## config.mk

```make
export PLATFORM = sky130hd
export DESIGN_NAME = burst_rr_arbiter
export DESIGN_NICKNAME = d
export VERILOG_FILES = /design/src/rtl/burst_arb_pkg.sv /design/src/rtl/burst_rr_pick.sv /design/src/rtl/burst_rr_arbiter.sv
export SDC_FILE = /design/constraint.sdc
export NUM_CORES = 1
export LEC_CHECK = 0
export ABC_AREA = 1
export CAP_MARGIN = 20
export CORE_ASPECT_RATIO = 1.25
export CORE_MARGIN = 3
export CORE_UTILIZATION = 42
export CTS_CLUSTER_DIAMETER = 200
export DETAILED_ROUTE_END_ITERATION = 10
export MAX_ROUTING_LAYER = met4
export PLACE_DENSITY_LB_ADDON = 0.25
export SKIP_CTS_REPAIR_TIMING = 1
export SYNTH_ARGS = -nofsm -noshare
export SYNTH_HDL_FRONTEND = slang
export SYNTH_SLANG_ARGS = --single-unit
```

## constraint.sdc

```tcl
create_clock -name i_clk -period 4.7 [get_ports i_clk]
set_input_delay 0.705 -clock i_clk [delete_from_list [all_inputs] [get_ports i_clk]]
set_output_delay 0.705 -clock i_clk [all_outputs]
set_load 0.05 [all_outputs]
```

## src/rtl/burst_arb_pkg.sv

```systemverilog
// Shared types and helpers for the burst round-robin arbiter family.
// The state enum, the round-robin pick function and the counter-width helper live here.
package burst_arb_pkg;

    localparam int unsigned MAX_SRC   = 16;
    localparam int unsigned SRC_IDX_W = $clog2(MAX_SRC);

    typedef enum logic {
        ST_IDLE,
        ST_GRANT
    } state_e;

    // Width of a counter that must hold 0..max_beats inclusive.
    function automatic int unsigned cnt_width(input int unsigned max_beats);
        return $clog2(max_beats + 1);
    endfunction

    // One-hot pick of the first requester found at last+1, last+2, ... (mod n).
    function automatic logic [MAX_SRC-1:0] rr_pick(
        input logic [MAX_SRC-1:0]   req,
        input logic [SRC_IDX_W-1:0] last,
        input int unsigned          n
    );
        logic [MAX_SRC-1:0] pick;
        logic               found;
        int unsigned        idx;
        pick  = '0;
        found = 1'b0;
        for (int unsigned i = 1; i <= MAX_SRC; i++) begin
            idx = (32'(last) + i) % n;
            if (i <= n && !found && req[idx[SRC_IDX_W-1:0]]) begin
                pick[idx[SRC_IDX_W-1:0]] = 1'b1;
                found                    = 1'b1;
            end
        end
        return pick;
    endfunction

endpackage

```

## src/rtl/burst_rr_pick.sv

```systemverilog
// Combinational round-robin picker: first requester after 'last', as a one-hot grant.
// Reusable by any arbiter that keeps its own last-served index.
module burst_rr_pick
    import burst_arb_pkg::*;
#(
    parameter int unsigned NUM_SRC = 4
) (
    input  logic [NUM_SRC-1:0]   req,
    input  logic [SRC_IDX_W-1:0] last,
    output logic [NUM_SRC-1:0]   grant,
    output logic                 any
);

    always_comb begin
        grant = NUM_SRC'(rr_pick(MAX_SRC'(req), last, NUM_SRC));
        any   = |req;
    end

endmodule

```

## src/rtl/burst_rr_arbiter.sv

```systemverilog
// Round-robin burst arbiter feeding one sink through a registered single-beat output stage.
// Define BURST_ARB_MAX_BEATS_EN to cap each grant at MAX_BEATS accepted beats.
module burst_rr_arbiter
    import burst_arb_pkg::*;
#(
    parameter int unsigned NUM_SRC   = 4,
    parameter int unsigned WIDTH     = 16,
    parameter int unsigned MAX_BEATS = 64
) (
    input  logic                     i_clk,
    input  logic                     i_srst,
    input  logic [NUM_SRC*WIDTH-1:0] i_bdata,
    input  logic [NUM_SRC-1:0]       i_bvalid,
    output logic [NUM_SRC-1:0]       o_bready,
    output logic [WIDTH-1:0]         o_bdata,
    output logic                     o_bvalid,
    input  logic                     i_bready,
    output logic [NUM_SRC-1:0]       o_grant,
    output logic                     o_busy
);

    localparam int unsigned IdxW = $clog2(NUM_SRC);

    if (NUM_SRC < 2 || NUM_SRC > MAX_SRC || MAX_BEATS < 1) begin : g_param_check
        $error("burst_rr_arbiter: NUM_SRC must be 2..16 and MAX_BEATS at least 1");
    end

    state_e             state_q, state_d;
    logic [NUM_SRC-1:0] grant_q, grant_d;
    logic [IdxW-1:0]    last_q, last_d;
    logic [WIDTH-1:0]   bdata_q, bdata_d;
    logic               bvalid_q, bvalid_d;

    logic [NUM_SRC-1:0] pick;
    logic               pick_any;
    logic [IdxW-1:0]    pick_idx;
    logic               src_valid;
    logic [WIDTH-1:0]   src_data;
    logic               out_free;
    logic               xfer;
    logic               at_limit;

    burst_rr_pick #(.NUM_SRC(NUM_SRC)) u_pick (
        .req   (i_bvalid),
        .last  (SRC_IDX_W'(last_q)),
        .grant (pick),
        .any   (pick_any)
    );

    always_comb begin
        pick_idx = '0;
        for (int unsigned k = 0; k < NUM_SRC; k++) begin
            if (pick[k]) pick_idx = IdxW'(k);
        end
    end

    // last_q doubles as the granted index while in ST_GRANT.
    always_comb begin
        src_valid = i_bvalid[last_q];
        src_data  = i_bdata[last_q*WIDTH +: WIDTH];
        out_free  = ~bvalid_q | i_bready;
        xfer      = (state_q == ST_GRANT) && src_valid && out_free;
        o_bready  = '0;
        if (state_q == ST_GRANT) o_bready = grant_q & {NUM_SRC{out_free}};
    end

`ifdef BURST_ARB_MAX_BEATS_EN
    localparam int unsigned CntW = cnt_width(MAX_BEATS);
    logic [CntW-1:0] cnt_q, cnt_d;

    assign at_limit = xfer && (cnt_q == CntW'(MAX_BEATS - 1));

    always_comb begin
        cnt_d = cnt_q;
        if (state_q == ST_IDLE) cnt_d = '0;
        else if (xfer)          cnt_d = cnt_q + CntW'(1);
    end

    always_ff @(posedge i_clk) begin
        if (i_srst) cnt_q <= '0;
        else        cnt_q <= cnt_d;
    end
`else
    assign at_limit = 1'b0;
`endif

    always_comb begin
        state_d  = state_q;
        grant_d  = grant_q;
        last_d   = last_q;
        bdata_d  = bdata_q;
        bvalid_d = bvalid_q;
        // Output register drains independently of arbitration state.
        if (xfer) begin
            bdata_d  = src_data;
            bvalid_d = 1'b1;
        end else if (i_bready) begin
            bvalid_d = 1'b0;
        end
        case (state_q)
            ST_IDLE: begin
                if (pick_any) begin
                    state_d = ST_GRANT;
                    grant_d = pick;
                    last_d  = pick_idx;
                end
            end
            ST_GRANT: begin
                if (!src_valid || at_limit) begin
                    state_d = ST_IDLE;
                    grant_d = '0;
                end
            end
        endcase
    end

    always_ff @(posedge i_clk) begin
        if (i_srst) begin
            state_q  <= ST_IDLE;
            grant_q  <= '0;
            last_q   <= IdxW'(NUM_SRC - 1);
            bdata_q  <= '0;
            bvalid_q <= 1'b0;
        end else begin
            state_q  <= state_d;
            grant_q  <= grant_d;
            last_q   <= last_d;
            bdata_q  <= bdata_d;
            bvalid_q <= bvalid_d;
        end
    end

    assign o_bdata  = bdata_q;
    assign o_bvalid = bvalid_q;
    assign o_grant  = grant_q;
    assign o_busy   = (state_q == ST_GRANT);

endmodule

```

# ---- After elaboration in Yosys (flattened, before gate mapping)
# Index checks and enable logic that the tools add are counted.
dict set report totals {
  reg_bits 24
  inputBits 71
  output_inout_bits 26
  wordCells 81
}
dict set report classes {
  addsub 4
  order_cmp 9
  n_eq_ne 2
  shifts 1
  muxes 37
  bitwise_logic 7
  n_reduce_logical 16
}
# cell count
set ops {}
lappend ops {{variable part select 64 x 7 -> 16 bit} 1}
lappend ops {{2-to-1 mux 4 bit} 7}
lappend ops {{less-than comparator 2 x 5 -> 1 bit (second input constant)} 4}
lappend ops {{2-to-1 mux 1 bit} 17}
lappend ops {{bitwise OR 4 bit} 3}
lappend ops {{binary-select mux 1 bit (select 2 bit)} 5}
lappend ops {{logical AND 1 bit} 9}
lappend ops {{demux 1 bit (select 2 bit)} 4}
lappend ops {{>= comparator 2 x 1 -> 1 bit (second input constant)} 4}
lappend ops {{one-hot mux 4 bit (2 select lines)} 1}
lappend ops {{adder 2 x 1 -> 2 bit (second input constant)} 2}
lappend ops {{adder 2 bit (second input constant)} 2}
lappend ops {{bitwise AND 4 bit} 1}
lappend ops {{2-to-1 mux 2 bit} 2}
lappend ops {{!= test 2 bit (second input constant)} 2}
lappend ops {{AND reduction 2 bit} 2}
lappend ops {{OR reduction 4 bit} 1}
lappend ops {{zero test 1 bit} 3}
lappend ops {{less-than comparator 2 x 3 -> 1 bit (second input constant)} 1}
lappend ops {{NOT 1 bit} 2}
lappend ops {{one-hot mux 1 bit (2 select lines)} 1}
lappend ops {{nonzero test 2 bit} 1}
lappend ops {{bitwise OR 1 bit} 1}

# ---- Longest topological paths before layout
dict set report logic_depth {
  depth_word 16
  mapped_depth 14
  depth_no_buf 12
}

# ---- Cells and area by module
# From an unflattened synthesis, not the netlist that was laid out.
dict set report hier_totals {
  cells_unflattened 324
  hier_area_um2 1919.3
}
# mod instances cells_per_inst area_each_um2 seq_area_each_um2
set by_module_without_submodules {}
lappend by_module_without_submodules {burst_rr_arbiter 1 248 1491.4 480.5}
lappend by_module_without_submodules {burst_rr_pick 1 76 427.9 0.0}

# ---- Least setup slack after synthesis
# Ideal clock, no wire load.
dict set report synth_path {
  kind {register to output}
  startpoint {reg state_q (netlist: o_busy)}
  endpoint {out o_bready[0]}
  arrival_ps 1505
  required_time_ps 3995
  setup_slack_ps 2490
  stages_incl_launch_ff 3
  n_path_buf 0
  cell_sequence {dfxtp_1 > nand2_1 > nor2_1}
}
dict set report synth_between {
  elab_chain_cells 1
}
# item line_no
set synth_rtl {}
lappend synth_rtl {{from (decl)} burst_rr_arbiter.sv:28} ;# state_e state_q, state_d;
lappend synth_rtl {{from (signal assigned)} burst_rr_arbiter.sv:125} ;# state_q <= state_d;
lappend synth_rtl {{2-to-1 mux 4 bit} burst_rr_arbiter.sv:64} ;# if (state_q == ST_GRANT) o_bready = grant_q & {NUM_SRC{out_free}};
lappend synth_rtl {{to (decl)} burst_rr_arbiter.sv:14} ;# output logic [NUM_SRC-1:0] o_bready,
# Every way passes these cells.

# ---- Worst setup path after layout
dict set report layout_path {
  startpoint {in i_bready}
  endpoint {out o_bready[3]}
}
dict set report layout_between {
  elab_chain_cells 3
}
# item line_no
set layout_rtl {}
lappend layout_rtl {{from (decl)} burst_rr_arbiter.sv:17} ;# input logic i_bready,
lappend layout_rtl {{bitwise OR 1 bit} burst_rr_arbiter.sv:61} ;# out_free = ~bvalid_q | i_bready;
lappend layout_rtl {{bitwise AND 4 bit} burst_rr_arbiter.sv:64}
lappend layout_rtl {{2-to-1 mux 4 bit} burst_rr_arbiter.sv:64}
# Every way passes these cells.

==> results.sh <==
export IMPL_holdWs_ns=0.496
export IMPL_final_cell_mix="clkdlybuf4s50_1, nor2_1, nand2_1, o21ai_0, dfxtp_1"
export IMPL_die_h_um=78.7
export IMPL_io_pins=97
export IMPL_antenna_found_initial=0
export IMPL_use_met3_pct=7.07
export IMPL_grt_overflow_total=0
export IMPL_synth_seq_area_share_pct=27.1
export IMPL_total_power_mw=1.53
export IMPL_required_ns=3.99
export IMPL_clock_latency_ns=0.27
export IMPL_chipWidth_um=64.2
export IMPL_tns_ns=0
export IMPL_hold_path_cell_count=2
export IMPL_gp_congestion=0.899
export IMPL_synth_seq_cells=24
export IMPL_status="completed"
export IMPL_layout_drive_gt1_share_pct=7.61
export IMPL_syn_area_per_cell_um2=6.27
export IMPL_syn_num_nets=362
export IMPL_critPathMaxFanout=5
export IMPL_hpwl_mm=4.04
export IMPL_setup_viol=0
export IMPL_nNetsFinal=448
export IMPL_drt_iter0_drc=117
export IMPL_drt_pass1_iter_count=4
export IMPL_max_cap_violations=0
export IMPL_min_delay_path_class="register to register"
export IMPL_htree_levels=1
export IMPL_antenna_cells=0
export IMPL_routed_wl_mm=5.33
export IMPL_fillers=353
export IMPL_syn_inst=283
export IMPL_vdd_drop_max_mv=0.224
export IMPL_grt_pass1_vias=2069
export IMPL_critical_path_max_stage_delay_ns=0.72
export IMPL_path_cells="clkdlybuf4s50_1 -> nor2_1 -> nor2_1 -> clkdlybuf4s50_1"
export IMPL_crit_path_start="i_bready"
export IMPL_path_class="input port to output port"
export IMPL_p_per_area_mw_per_mm2=550
export IMPL_grt_start_max_net_pins=43
export IMPL_layout_min_cycle_time_ns=2.89
export IMPL_dpl_instance_area_mm2=0.00272
export IMPL_area_delta_synth_final_pct=56.4
export IMPL_via_per_inst=5.09
export IMPL_rrSetupSlack_ns=2.18
export IMPL_fmax_mhz=346
export IMPL_top_usage_layer="met2"
export IMPL_grt_pass1_wl_mm=8.89
export IMPL_start_util_pct=45.4
export IMPL_portBuffers=96
export IMPL_yosysUniqueCellTypes=23
export IMPL_crit_path_end_kind="output port"
export IMPL_dieArea_mm2=0.00505
export IMPL_wire_per_inst_um=12.6
export IMPL_worst_setup_path_start_kind="input port"
export IMPL_slew_viol_final=0
export IMPL_ys_warn_count=0
export IMPL_fin_area_mm2=0.00278
export IMPL_tightestPinTransition_ns=0.797
export IMPL_reg2reg_to="o_grant[1]"
export IMPL_leakagePower_nw=1.12
export IMPL_gr_usage_met2_pct=38.5
export IMPL_final_setup_skew_ns=0.00202
export IMPL_cts_sinks=24
export IMPL_drcViolationCount=0
export IMPL_slew_headroom_pct=46.8
export IMPL_num_rows=25
export IMPL_root_buffer="clkbuf_8"
export IMPL_rsz0062_at_grt="no"
export IMPL_finalCritPeriodShare_pct=61.5
export IMPL_grt_use_met1_pct=24.2
export IMPL_r2r_cells=12
export IMPL_final_common_cell="clkdlybuf4s50_1"
export IMPL_worst_r2r_startpoint="last_q[0]"
export IMPL_route_antenna_remaining_nets=0
export IMPL_cts_tree="built"
export IMPL_crit_path_top_delay_cell="clkdlybuf4s50_1"
export IMPL_crit_arrival_ns=2.18
export IMPL_clk_path_buf_depth=2
export IMPL_core_mm2=0.00391
export IMPL_grt_use_total_pct=22.3
export IMPL_path_clk_slew_ns=0.09
export IMPL_hold_viol_final=0
export IMPL_synth_area_mm2=0.00178
export IMPL_vias=2150
export IMPL_numCtsBuffers=3
export IMPL_crit_path_end="o_bready[3]"
## area by class of cell
cell class	instances	area, µm²	share of cell area, %
tap	54	67.6	2.43
multi-input combinational	224	1130	40.6
sequential	24	480	17.3
timing repair buffer	98	976	35.2
inverter	18	71.3	2.57
clock buffer	4	55.1	1.98
## kinds of logic (layout without fill, tap and decap cells)
logic type,Yosys count,after routing,share of synthesized area [%]
fa+ha+maj,8,8,5.64
simple gates,142,142,35.2
flops,24,24,27.1
buf+inv,35,120,9.51
compound gates,74,74,22.6
## Yosys cell counts
| cell type | count | area, µm² |
|---|---|---|
| nor2_2 | 2 | 12.5 |
| inv_1 | 14 | 52.6 |
| nand2_1 | 33 | 124 |
| a21oi_1 | 6 | 30.0 |
| buf_4 | 1 | 7.51 |
| buf_1 | 2 | 7.51 |
| inv_2 | 2 | 7.51 |
| o21ai_0 | 33 | 165 |
| nor2_1 | 70 | 263 |
| clkbuf_1 | 5 | 18.8 |
| nand3_1 | 23 | 115 |
| a31oi_1 | 16 | 100 |
| buf_2 | 6 | 30.0 |
| nand3_2 | 6 | 60.1 |
| dfxtp_1 | 24 | 480 |
| inv_4 | 1 | 6.26 |
| nor4_1 | 1 | 6.26 |
| buf_6 | 3 | 33.8 |
| o21ai_1 | 16 | 80.1 |
| nand2_2 | 7 | 43.8 |
| a21oi_2 | 3 | 26.3 |
| ha_1 | 8 | 100 |
| clkinv_2 | 1 | 5.00 |
## through the flow
step | utilization, % | instances | worst slack (ns)
floorplan | - | 283 | 2.49
global placement | 69.6 | 418 | 1.86
detailed placement | 69.6 | 418 | 1.79
CTS | 71.0 | 422 | 1.79
global route | 71.0 | 422 | 1.70
finish | 71.0 | 422 | 1.81
## registers in the layout (all words and copies together) (netlist names)
signal	cells
o_busy	1
last_q	2
o_grant	4
o_bvalid	1
o_bdata	16
## metal layers
layer / routed length [µm] / part of all wire (%)
met5: 0 / 0
met4: 115 / 2.2
met3: 448 / 8.4
met2: 2650 / 50
met1: 2120 / 40
## critical path, delay by kind of cell
family	cells	cell delay, ns
AND/OR/NAND/NOR	2	0.36
buffers and inverters	2	1.12
## how the worst min path moves through the flow
stage,startpoint,endpoint,slack (ns)
2_1_floorplan,o_grant[0],o_grant[0],0.70
5_1_grt,o_grant[1],o_grant[1],0.53
3_5_place_dp,o_grant[1],o_grant[1],0.49
6_report,o_grant[1],o_grant[1],0.50
3_3_place_gp,o_grant[0],o_grant[0],0.47
4_1_cts,o_grant[1],o_grant[1],0.50
## power breakdown
part	switching (mW)	leakage, nW	internal, mW
clock	0.0671	0.0288	0.0748
sequential	0.0375	0.197	0.269
combinational	0.714	0.897	0.365
Note: power is estimated with default switching activity, not from simulation.
